$ cat src/rtl/alu_arbiter.sv
// Two-requester front end for one shared combinational ALU: round-robin grant,
// one-cycle execute, and a registered response held until the consumer takes it.
module alu_arbiter #(
  parameter int unsigned WIDTH      = 32,
  parameter logic [3:0]  ALU_OP_NOP = 4'h0
) (
  input  logic             clk,
  input  logic             rst_n,

  input  logic             req0_valid,
  output logic             req0_ready,
  input  logic [3:0]       req0_op,
  input  logic [WIDTH-1:0] req0_a,
  input  logic [WIDTH-1:0] req0_b,

  input  logic             req1_valid,
  output logic             req1_ready,
  input  logic [3:0]       req1_op,
  input  logic [WIDTH-1:0] req1_a,
  input  logic [WIDTH-1:0] req1_b,

  output logic             rsp_valid,
  input  logic             rsp_ready,
  output logic             rsp_id,
  output logic [WIDTH-1:0] rsp_result,
  output logic             rsp_zero,

  output logic [3:0]       alu_op,
  output logic [WIDTH-1:0] alu_a,
  output logic [WIDTH-1:0] alu_b,
  input  logic [WIDTH-1:0] alu_result,
  input  logic             alu_zero
);

  typedef enum logic [1:0] {
    IDLE = 2'd0,
    EXEC = 2'd1,
    RESP = 2'd2
  } state_e;

  state_e           state_q, state_d;

  logic             prio_q, prio_d;
  logic [3:0]       op_q, op_d;
  logic [WIDTH-1:0] a_q, a_d;
  logic [WIDTH-1:0] b_q, b_d;
  logic             id_q, id_d;

  logic             rsp_valid_q, rsp_valid_d;
  logic             rsp_id_q, rsp_id_d;
  logic [WIDTH-1:0] rsp_result_q, rsp_result_d;
  logic             rsp_zero_q, rsp_zero_d;

  logic             grant_valid;
  logic             grant_id;
  logic             accept_req;
  logic             accept_rsp;

  // prio names the requester that wins when both are valid at once.
  always_comb begin
    grant_valid = 1'b0;
    grant_id    = 1'b0;
    if (req0_valid && req1_valid) begin
      grant_valid = 1'b1;
      grant_id    = prio_q;
    end else if (req0_valid) begin
      grant_valid = 1'b1;
      grant_id    = 1'b0;
    end else if (req1_valid) begin
      grant_valid = 1'b1;
      grant_id    = 1'b1;
    end
  end

  // Ready only asserts toward a valid requester, so ready alone marks the handshake.
  assign accept_req = rst_n && (state_q == IDLE) && grant_valid;
  assign accept_rsp = (state_q == RESP) && rsp_ready;

  always_ff @(posedge clk or negedge rst_n) begin
    if (!rst_n) begin
      state_q <= IDLE;
    end else begin
      state_q <= state_d;
    end
  end

  always_comb begin
    state_d = state_q;
    unique case (state_q)
      IDLE:    if (accept_req) state_d = EXEC;
      EXEC:    state_d = RESP;
      RESP:    if (rsp_ready) state_d = IDLE;
      default: state_d = IDLE;
    endcase
  end

  always_comb begin
    req0_ready = accept_req && !grant_id;
    req1_ready = accept_req &&  grant_id;
    alu_op     = (state_q == EXEC) ? op_q : ALU_OP_NOP;
    alu_a      = a_q;
    alu_b      = b_q;
    rsp_valid  = rsp_valid_q;
    rsp_id     = rsp_id_q;
    rsp_result = rsp_result_q;
    rsp_zero   = rsp_zero_q;
  end

  // Operand capture on grant; the ALU output is sampled exactly once, at the end of EXEC.
  always_comb begin
    prio_d       = prio_q;
    op_d         = op_q;
    a_d          = a_q;
    b_d          = b_q;
    id_d         = id_q;
    rsp_valid_d  = rsp_valid_q;
    rsp_id_d     = rsp_id_q;
    rsp_result_d = rsp_result_q;
    rsp_zero_d   = rsp_zero_q;

    if (accept_req) begin
      op_d   = grant_id ? req1_op : req0_op;
      a_d    = grant_id ? req1_a  : req0_a;
      b_d    = grant_id ? req1_b  : req0_b;
      id_d   = grant_id;
      prio_d = ~grant_id;
    end

    if (state_q == EXEC) begin
      rsp_valid_d  = 1'b1;
      rsp_id_d     = id_q;
      rsp_result_d = alu_result;
      rsp_zero_d   = alu_zero;
    end

    if (accept_rsp) begin
      rsp_valid_d = 1'b0;
    end
  end

  always_ff @(posedge clk or negedge rst_n) begin
    if (!rst_n) begin
      prio_q       <= 1'b0;
      op_q         <= ALU_OP_NOP;
      a_q          <= '0;
      b_q          <= '0;
      id_q         <= 1'b0;
      rsp_valid_q  <= 1'b0;
      rsp_id_q     <= 1'b0;
      rsp_result_q <= '0;
      rsp_zero_q   <= 1'b0;
    end else begin
      prio_q       <= prio_d;
      op_q         <= op_d;
      a_q          <= a_d;
      b_q          <= b_d;
      id_q         <= id_d;
      rsp_valid_q  <= rsp_valid_d;
      rsp_id_q     <= rsp_id_d;
      rsp_result_q <= rsp_result_d;
      rsp_zero_q   <= rsp_zero_d;
    end
  end

endmodule

$ cat config.mk
export PLATFORM = sky130hd
export DESIGN_NAME = alu_arbiter
export DESIGN_NICKNAME = d
export VERILOG_FILES = /design/src/rtl/alu_arbiter.sv
export SDC_FILE = /design/constraint.sdc
export NUM_CORES = 1
export LEC_CHECK = 0
export BUFFER_PORTS_ARGS = -buffer_cell sky130_fd_sc_hd__buf_2
export CAP_MARGIN = 10
export CELL_PAD_IN_SITES_DETAIL_PLACEMENT = 1
export CELL_PAD_IN_SITES_GLOBAL_PLACEMENT = 1
export CORE_MARGIN = 1
export CORE_UTILIZATION = 29
export CTS_CLUSTER_SIZE = 10
export DETAILED_ROUTE_END_ITERATION = 16
export HOLD_SLACK_MARGIN = 0.08
export PLACE_DENSITY_LB_ADDON = 0.1
export SYNTH_ARGS = -nofsm -noshare
export SYNTH_HDL_FRONTEND = slang
export SYNTH_SLANG_ARGS = --single-unit
$ cat constraint.sdc
create_clock -name clk -period 1.48 [get_ports clk]
set_input_delay 0.296 -clock clk [delete_from_list [all_inputs] [get_ports clk]]
set_output_delay 0.296 -clock clk [all_outputs]
set_load 0.05 [all_outputs]
; Word-level counts from Yosys, hierarchy flattened
; Cells that the tools add are included.
[word_totals]
elab_cells = 39
register_bits = 107
[classes]
n_eq_ne = 4
n_reduce_logical = 10
bitwise_logic = 1
n_mux = 14
[ops]
columns = operator, n
row1 = 32-bit two-way mux, 2
row2 = 4-bit two-way mux, 2
row3 = 1-bit two-way mux, 7
row4 = 1-bit logical AND, 6
row5 = 2-bit one-hot mux with 3 select lines, 1
row6 = 2-bit two-way mux, 2
row7 = "2-bit inequality test, second input constant", 2
row8 = "2-bit by 1-bit == test with 1-bit output, second input constant", 1
row9 = "2-bit == test, second input constant", 1
row10 = 2-bit zero test, 1
row11 = 2-bit AND reduction, 1
row12 = 2-bit nonzero test, 1
row13 = 1-bit zero test, 1
row14 = 1-bit inverter, 1

; Longest topological paths before layout
; Gate-level depths: netlist (run 1).
[logic_depth]
word_depth = 6
mapped_depth = 6
mapped_depth_nobuf = 3

; Worst setup path before layout (run 1)
; OpenSTA, ideal clock, no wires.
[synth_timing]
path_type = register to output
from = register state_q[0]
to = output req1_ready
path_stages_with_launch = 6
n_path_buf = 3
path_slack_ns = -0.464
t_arrival_ns = 1.648
required_time_ns = 1.184
path_cell_list = dfrtp_1 or3b_1 buf_2 buf_6 buf_6 nor3b_4
[synth_between]
elab_chain_len = 4
[synth_lines]
columns = element, line
row1 = start: declaration, 41  ; state_e state_q, state_d;
row2 = start signal: assignment, 83  ; state_q <= state_d;
row3 = 2-bit zero test, 76  ; assign accept_req = rst_n && (state_q == IDLE) && grant_valid;
row4 = 1-bit logical AND (2 in a row), 76
row5 = 1-bit logical AND, 99  ; req1_ready = accept_req && grant_id;
row6 = end: declaration, 17  ; output logic req1_ready,
; Every way passes these cells.

; Worst setup path in the final report (run 1)
; Ends and elaborated chain as after synthesis.

==> impl_metrics.csv, run 1 <==
group,metric,value,unit
outcome,status,"complete, but fails checks",
outcome,violated_checks,"setup timing",
synth,dominantRegCellSynth,"sky130_fd_sc_hd__dfrtp_1",
placed_design,hpwlAfterDp,11.74,mm
synth,netlist-cell-type-count,24,
power_and_ir_drop,share_comb_of_total_power,54.5,%
cts,clkSlewWorstSetupHoldPaths,0.07,ns
setup_path,worst-path-max-fanout,3,
timing,post-route-period-util,128.4,%
placed_design,port_buffers,278,
drt,via_per_inst,4.984,
synth,count_of_synthesis_stage_warnings_from_yosys,0,
synth,yosys-top-cells-area,"sky130_fd_sc_hd__dfrtp_1 57%, sky130_fd_sc_hd__a221o_1 13%, sky130_fd_sc_hd__mux2_2 8.2%",
drt,drt_first_pass_iters,4,
synth,synth_edf_count,0,
synth,cell_with_the_most_instances_after_synthesis,"sky130_fd_sc_hd__dfrtp_1",
timing,clock_tree_skew_after_final_layout,0.01169,ns
setup_path,critPathTopFamily,"simple AND/OR/NAND/NOR gates",
cts,clock_tree.htree_level_count,3,
cts,clock-root-buffer,"sky130_fd_sc_hd__clkbuf_16",
placed_design,placed_cell_area,6465,sq um
synth,syn-num-nets,587,
layout,nNetsFinal,870,
timing,worst_slew_pin_slew,0.5738,ns
timing,final.min_clock_period,1.900,ns
drt,average_routed_wire_per_standard_cell,18.54,microns
placed_design,number_of_cells_after_detailed_placement,887,
global_route,number_of_antenna_violations_at_the_first_check_in_global_routing,3,
floorplan,initial_core_util,29.61,%
layout,drive_gt1_share,54.78,%
floorplan,core-area,15830,sq um
timing,fmax,0.5262,GHz
power_and_ir_drop,max-vdd-ir-drop,907.1,uV
floorplan,dieWidth,129.1,microns
layout,final_cell_area,7091,sq um
floorplan,num_io_pins,279,
power_and_ir_drop,p_leak,3.534,nW
power_and_ir_drop,power_per_cell_area,2445,nW/um^2
drt,totalWireLength,17.02,mm
setup_path,critical_path_arrival,1.60,ns
floorplan,row_count,46,
synth,postSynthAreaPerCell,11.35,sq um
global_route,pin_count_of_the_biggest_net_entering_global_routing,51,
cts,number_of_clock_buffers_inserted_by_tritoncts,9,
timing,finalMaxSlewViolations,0,
timing,finalWorstSetupSlack,-0.4203,ns
placed_design,gp_congestion,0.7298,
synth,seq_area_frac_synth,57.13,%
synth,post-synth-top-area-fraction,57.13,%
setup_path,worst_path_max_delay_cell,"sky130_fd_sc_hd__or3b_4",
worst_hold_path,hold_path_class,"in -> reg",
global_route,globalRouteOverflowTotal,0,
layout,layout.cells.non_filler,918,
drt,detailroute.via_count,4575,
global_route,grt_pass1_vias,4809,
power_and_ir_drop,total_switching_power,8.644,mW
setup_path,crit_buf_inv,1,
synth,synth_top_cell_by_area,"sky130_fd_sc_hd__dfrtp_1",
drt,drt.antenna.violating_nets,0,
power_and_ir_drop,power.switching_fraction,49.87,%
cts,cts_tree,"yes",
floorplan,die-height,129.1,microns
setup_path,critical_path.endpoint_type,"output port",
drt,drt_drc_violations_left,0,
timing,setup-violations-final,106,
drt,drtIter0Drc,217,
synth,synth_async_sr_flop_share,100.0,%
cts,clock_path_buffers,2,
cts,clkLatencyLatePin,0.36,ns
setup_path,cp.required,1.18,ns
power_and_ir_drop,seq_power_share,29.3,%
power_and_ir_drop,share_clk_of_total_power,16.2,%
layout,fin_util,44.80,%
layout,area_growth_syn_to_layout,51.28,%
timing,rsz_0062_raised_after_global_routing,"true",
cts,numClockSinks,107,
synth,synthCells,413,
synth,synthTopCellsByCount,"107 x sky130_fd_sc_hd__dfrtp_1, 70 x sky130_fd_sc_hd__nand2_1, 68 x sky130_fd_sc_hd__nor3_1",
timing,timing_hold_violations_final,0,
flow_run,maxCapViolations,0,
synth,netlist_area,4687,sq um
setup_path,worst-setup-path-type,"reg -> out",
setup_path,critPathMaxStageDelay,0.43,ns
global_route,grt_first_pass_wirelength,25.83,mm
setup_path,setup.worst_path.start_class,"register",
setup_path,crit_path_cells,"or3b_4 -> nor3b_4 -> buf_6",
floorplan,dieArea,16670,sq um
global_route,groute.usage.overall,20.35,%
synth,synth.ff_latch_count,107,
timing,worst_slew_margin_rel,61.74,%
power_and_ir_drop,intPower,8.690,mW
[state kept, by name, indices dropped and copies added (netlist names)]
name and cells:
state_q 2, prio_q 1, rsp_id 1, alu_a 32, alu_b 32, rsp_result 32
op_q 4, id_q 1, rsp_zero 1, rsp_valid 1
[worst reg2reg max path, stage by stage (launching register included)]
cell and delay [ns]:
sky130_fd_sc_hd__dfrtp_1 0.41, sky130_fd_sc_hd__buf_4 0.14, sky130_fd_sc_hd__nor3b_2 0.28, sky130_fd_sc_hd__buf_4 0.17
sky130_fd_sc_hd__o21ai_4 0.08, sky130_fd_sc_hd__buf_12 0.18, sky130_fd_sc_hd__a221o_1 0.34
[per-stage QoR]
stage / worst slack [ns] / hold WS, ns / total power, mW / TNS (ns)
final: -0.4203 / 0.1683 / 17.33 / -17.72
after global routing: -0.4831 / 0.1563 / 18.20 / -24.54
after CTS: -0.4407 / 0.1497 / 17.41 / -25.90
after detailed placement: -0.2302 / 0.3101 / 14.36 / -13.04
after global placement: -0.2172 / 0.3131 / 14.20 / -11.33
after floorplan: -0.4644 / 0.0004090 / 11.79 / -0.9973
[cell type report]
class | instances | area, sq um
flip-flops and latches | 107 | 2678
inverters | 6 | 22.52
diodes | 1 | 2.502
fillers | 1826 | 8737
repair buffers | 315 | 1912
clock inverters | 7 | 123.9
clock buffers | 9 | 225.2
multi-input cells | 257 | 1857
well taps | 216 | 270.3
[metal layers]
metal / global-route usage [%] / wire length, microns
met3: 4.913 / 1031
met1: 24.36 / 6892
met2: 35.01 / 8700
met5: 0 / 23
met4: 8.304 / 371
[what timing repair did]
action | in CTS | in global routing
pin swaps | 4 | 2
setup endpoints to repair | 75 | 147
endpoints found under the hold margin | 59 | 0
hold buffers | 1 | 0
cloned | 0 | 3
gates resized for setup | 27 | 7
buffers inserted | 6 | 5
[cell usage in the layout, fill, tap and decap left out, drive strengths merged, types with 3 or more instances in the layout]
cell type and count:
buf 311, dfrtp 107, nand2 70, nor3 68, a221o 68, mux2 34, clkbuf 12, inv 7
nor2 4, bufinv 3
[path summary, 6_finish.rpt]
check                           start         end  slack [ns]  cells past startpoint
min reg2reg                      id_q        id_q        0.49                      1
min                         rsp_ready  state_q[1]        0.17                      2
max in group asynchronous       rst_n   alu_a[22]        0.14                      4
max                        state_q[0]  req1_ready       -0.42                      3
max reg2reg                state_q[1]   alu_b[29]       -0.24                      6
min in group asynchronous       rst_n    alu_a[7]        0.54                      3
[cells by family after synthesis]
family	share of synthesized area [%]
AOI/OAI and AO/OA	15.51
buffers and inverters	4.725
DFF	57.13
muxes	8.169
and+or+nand+nor	14.47
[power by group through the flow]
stage / Sequential, mW / Clock, mW / Combinational (mW)
finish: 5.08 / 2.81 / 9.45
detailed placement: 5.10 / 0 / 9.27
global placement: 5.06 / 0 / 9.14
CTS: 5.09 / 2.91 / 9.41
floorplan: 9.66 / 0 / 2.13
global route: 5.27 / 3.00 / 9.93
No activity file was read; power rests on OpenSTA's default activity.
==> inputs of run 2 (changes only) <==
Settings changed: CORE_UTILIZATION 29 to 32, SETUP_SLACK_MARGIN set to 0.02.
Clock period 1.48 ns to 1.9 ns, I/O delays scaled along.
==> run 2 against run 1 <==
Effect of this change:
- the flow still finishes with violations (setup timing)
- design area decreased by 5.5%
- clock skew decreased by 0.0021 ns
- final cell count decreased by 5.9%
- clock power decreased by 28%
- sequential cell count unchanged
- via count decreased by 3.6%
- sequential share of layout area increased by 2.2 points
- clock-buffer cell count increased by 1
- total power decreased by 25%
==> impl_metrics.csv, run 2 (synthesized netlist as in run 1, its figures left out) <==
group,metric,value,unit
setup_path,worst-path-max-fanout,3,
cts,clock_path_buffers,2,
drt,drt_first_pass_iters,4,
layout,nNetsFinal,852,
global_route,grt_pass1_vias,4423,
timing,finalWorstSetupSlack,-0.07450,ns
placed_design,port_buffers,278,
power_and_ir_drop,share_comb_of_total_power,53.9,%
timing,fin_setup_tns,-0.07450,ns
layout,commonest_non_fill_non_tap_cells_in_the_layout,"271 x sky130_fd_sc_hd__buf_2, 107 x sky130_fd_sc_hd__dfrtp_1, 70 x sky130_fd_sc_hd__nand2_1",
floorplan,num_io_pins,279,
setup_path,worst-setup-path-type,"reg -> out",
placed_design,gp_congestion,0.8317,
timing,setup-violations-final,1,
timing,rsz_0062_raised_after_global_routing,"true",
setup_path,critical_path.endpoint_type,"output port",
layout,drive_gt1_share,53.29,%
setup_path,ff2ff_path_depth,4,
global_route,number_of_antenna_violations_at_the_first_check_in_global_routing,1,
drt,detailroute.via_count,4412,
power_and_ir_drop,share_clk_of_total_power,15.5,%
outcome,violated_checks,"setup timing",
timing,timing_hold_violations_final,0,
cts,cts_tree,"yes",
setup_path,setup.worst_path.start_class,"register",
cts,numClockSinks,107,
global_route,globalRouteOverflowTotal,0,
layout,final.fill_count,1645,
cts,clkLatencyLatePin,0.35,ns
timing,worst_slew_pin_slew,1.086,ns
layout,fin_util,47.52,%
timing,worst_slew_margin_rel,27.58,%
floorplan,dieWidth,123.0,microns
timing,clock_tree_skew_after_final_layout,0.009622,ns
outcome,status,"complete, but fails checks",
power_and_ir_drop,power_per_cell_area,1948,nW/um^2
power_and_ir_drop,design_power_total,13.05,mW
power_and_ir_drop,total_switching_power,6.623,mW
setup_path,crit_start,"state_q[1]",
setup_path,cp.required,1.52,ns
drt,totalWireLength,15.76,mm
power_and_ir_drop,p_leak,3.379,nW
cts,number_of_clock_buffers_inserted_by_tritoncts,9,
drt,drt.antenna.violating_nets,0,
placed_design,hpwlAfterDp,11.05,mm
timing,final.min_clock_period,1.974,ns
floorplan,die-height,123.0,microns
floorplan,dieArea,15140,sq um
layout,layout.cells.non_filler,864,
placed_design,number_of_cells_after_detailed_placement,841,
cts,clock_tree.htree_level_count,3,
global_route,grt_first_pass_wirelength,24.09,mm
setup_path,startpoint_of_the_worst_register_to_register_path,"state_q[0]",
setup_path,critical_path_arrival,1.59,ns
worst_hold_path,hold_path_class,"in -> reg",
global_route,pin_count_of_the_biggest_net_entering_global_routing,86,
floorplan,row_count,43,
layout,area_growth_syn_to_layout,42.93,%
timing,finalMaxSlewViolations,0,
cts,clkSlewWorstSetupHoldPaths,0.07,ns
power_and_ir_drop,power.switching_fraction,50.74,%
power_and_ir_drop,seq_power_share,30.5,%
flow_run,maxCapViolations,0,
cts,clock-root-buffer,"sky130_fd_sc_hd__clkbuf_16",
drt,drt_drc_violations_left,0,
setup_path,r2r-end,"alu_a[6]",
timing,fmax,0.5065,GHz
power_and_ir_drop,intPower,6.428,mW
timing,post-route-period-util,103.9,%
power_and_ir_drop,max-vdd-ir-drop,862.1,uV
floorplan,initial_core_util,33.25,%
setup_path,timing.reg2reg.setup_slack,0.13,ns
drt,drtIter0Drc,166,
layout,most_common_cell_after_layout_fill_and_taps_aside,"sky130_fd_sc_hd__buf_2",
floorplan,core-area,14100,sq um
drt,average_routed_wire_per_standard_cell,18.25,microns
drt,via_per_inst,5.106,
setup_path,cp-endpoint,"req1_ready",
global_route,groute.usage.overall,20.79,%
-- run 2: cell count changes in the layout (fill, tap and decap cells not counted), moves of 2 or more --
cell	before	now
sky130_fd_sc_hd__buf_12	6	4
sky130_fd_sc_hd__buf_4	19	17
sky130_fd_sc_hd__buf_6	8	3
sky130_fd_sc_hd__buf_8	6	0
sky130_fd_sc_hd__clkbuf_16	12	9
sky130_fd_sc_hd__clkinv_2	0	2
sky130_fd_sc_hd__clkinv_4	2	0
sky130_fd_sc_hd__nor2_2	0	4
sky130_fd_sc_hd__nor2_4	4	0
-- run 2: worst min path at each step --
stage	endpoint	cells past startpoint	from	slack, ns
4_1_cts	alu_b[16]	2	req0_b[16]	0.25
6_report	state_q[1]	2	rsp_ready	0.26
3_5_place_dp	state_q[0]	2	rst_n	0.30
2_1_floorplan	alu_a[0]	0	rst_n	0.08
5_1_grt	alu_b[0]	2	req0_b[0]	0.25
3_3_place_gp	state_q[0]	2	rst_n	0.30
-- run 2: critical path, stage by stage (launching register included) --
cell and delay [ns]:
sky130_fd_sc_hd__dfrtp_1 0.41, sky130_fd_sc_hd__or3b_4 0.43, sky130_fd_sc_hd__nor3b_4 0.23, sky130_fd_sc_hd__buf_6 0.19
-- run 2: through the flow --
| stage | setup slack, ns | cell area [sq um] | hold WS, ns |
|---|---|---|---|
| floorplan | -0.1284 | 4697 | 0.08441 |
| global placement | -0.04665 | 6287 | 0.2950 |
| detailed placement | -0.08770 | 6287 | 0.3038 |
| CTS | -0.07456 | 6668 | 0.2466 |
| global route | -0.1214 | 6696 | 0.2493 |
| finish | -0.07450 | 6699 | 0.2580 |
-- run 2: final cells by class --
cell class	instances	area, sq um	area share, %
antenna	1	2.502	0.03736
clock buffer	10	229.0	3.418
clock inverter	6	87.58	1.307
inverter	6	22.52	0.3362
multi-input combinational	257	1837	27.42
sequential	107	2678	39.97
tap	180	225.2	3.362
timing repair buffer	297	1618	24.15
-- run 2: timing repair --
| action | in CTS | in global routing |
|---|---|---|
| hold buffers | 2 | 0 |
| buffers inserted | 3 | 1 |
| pin swaps | 0 | 2 |
| hold endpoints to repair | 22 | 0 |
| gates resized for setup | 8 | 5 |
| endpoints found under the setup margin | 4 | 5 |
-- run 2: power groups by stage --
stage	clock network [mW]	registers, mW	logic [mW]
after detailed placement	0	3.99	7.06
after global routing	2.19	4.11	7.37
final	2.03	3.98	7.04
after global placement	0	3.97	6.96
after floorplan	0	7.53	1.62
after CTS	2.08	3.98	7.09
-- run 2: metal layers --
layer	global-route usage, %	share of wire, %
met4	6.627	1.5
met5	0	0.082
met2	34.69	49
met3	4.659	7.9
met1	26.76	41
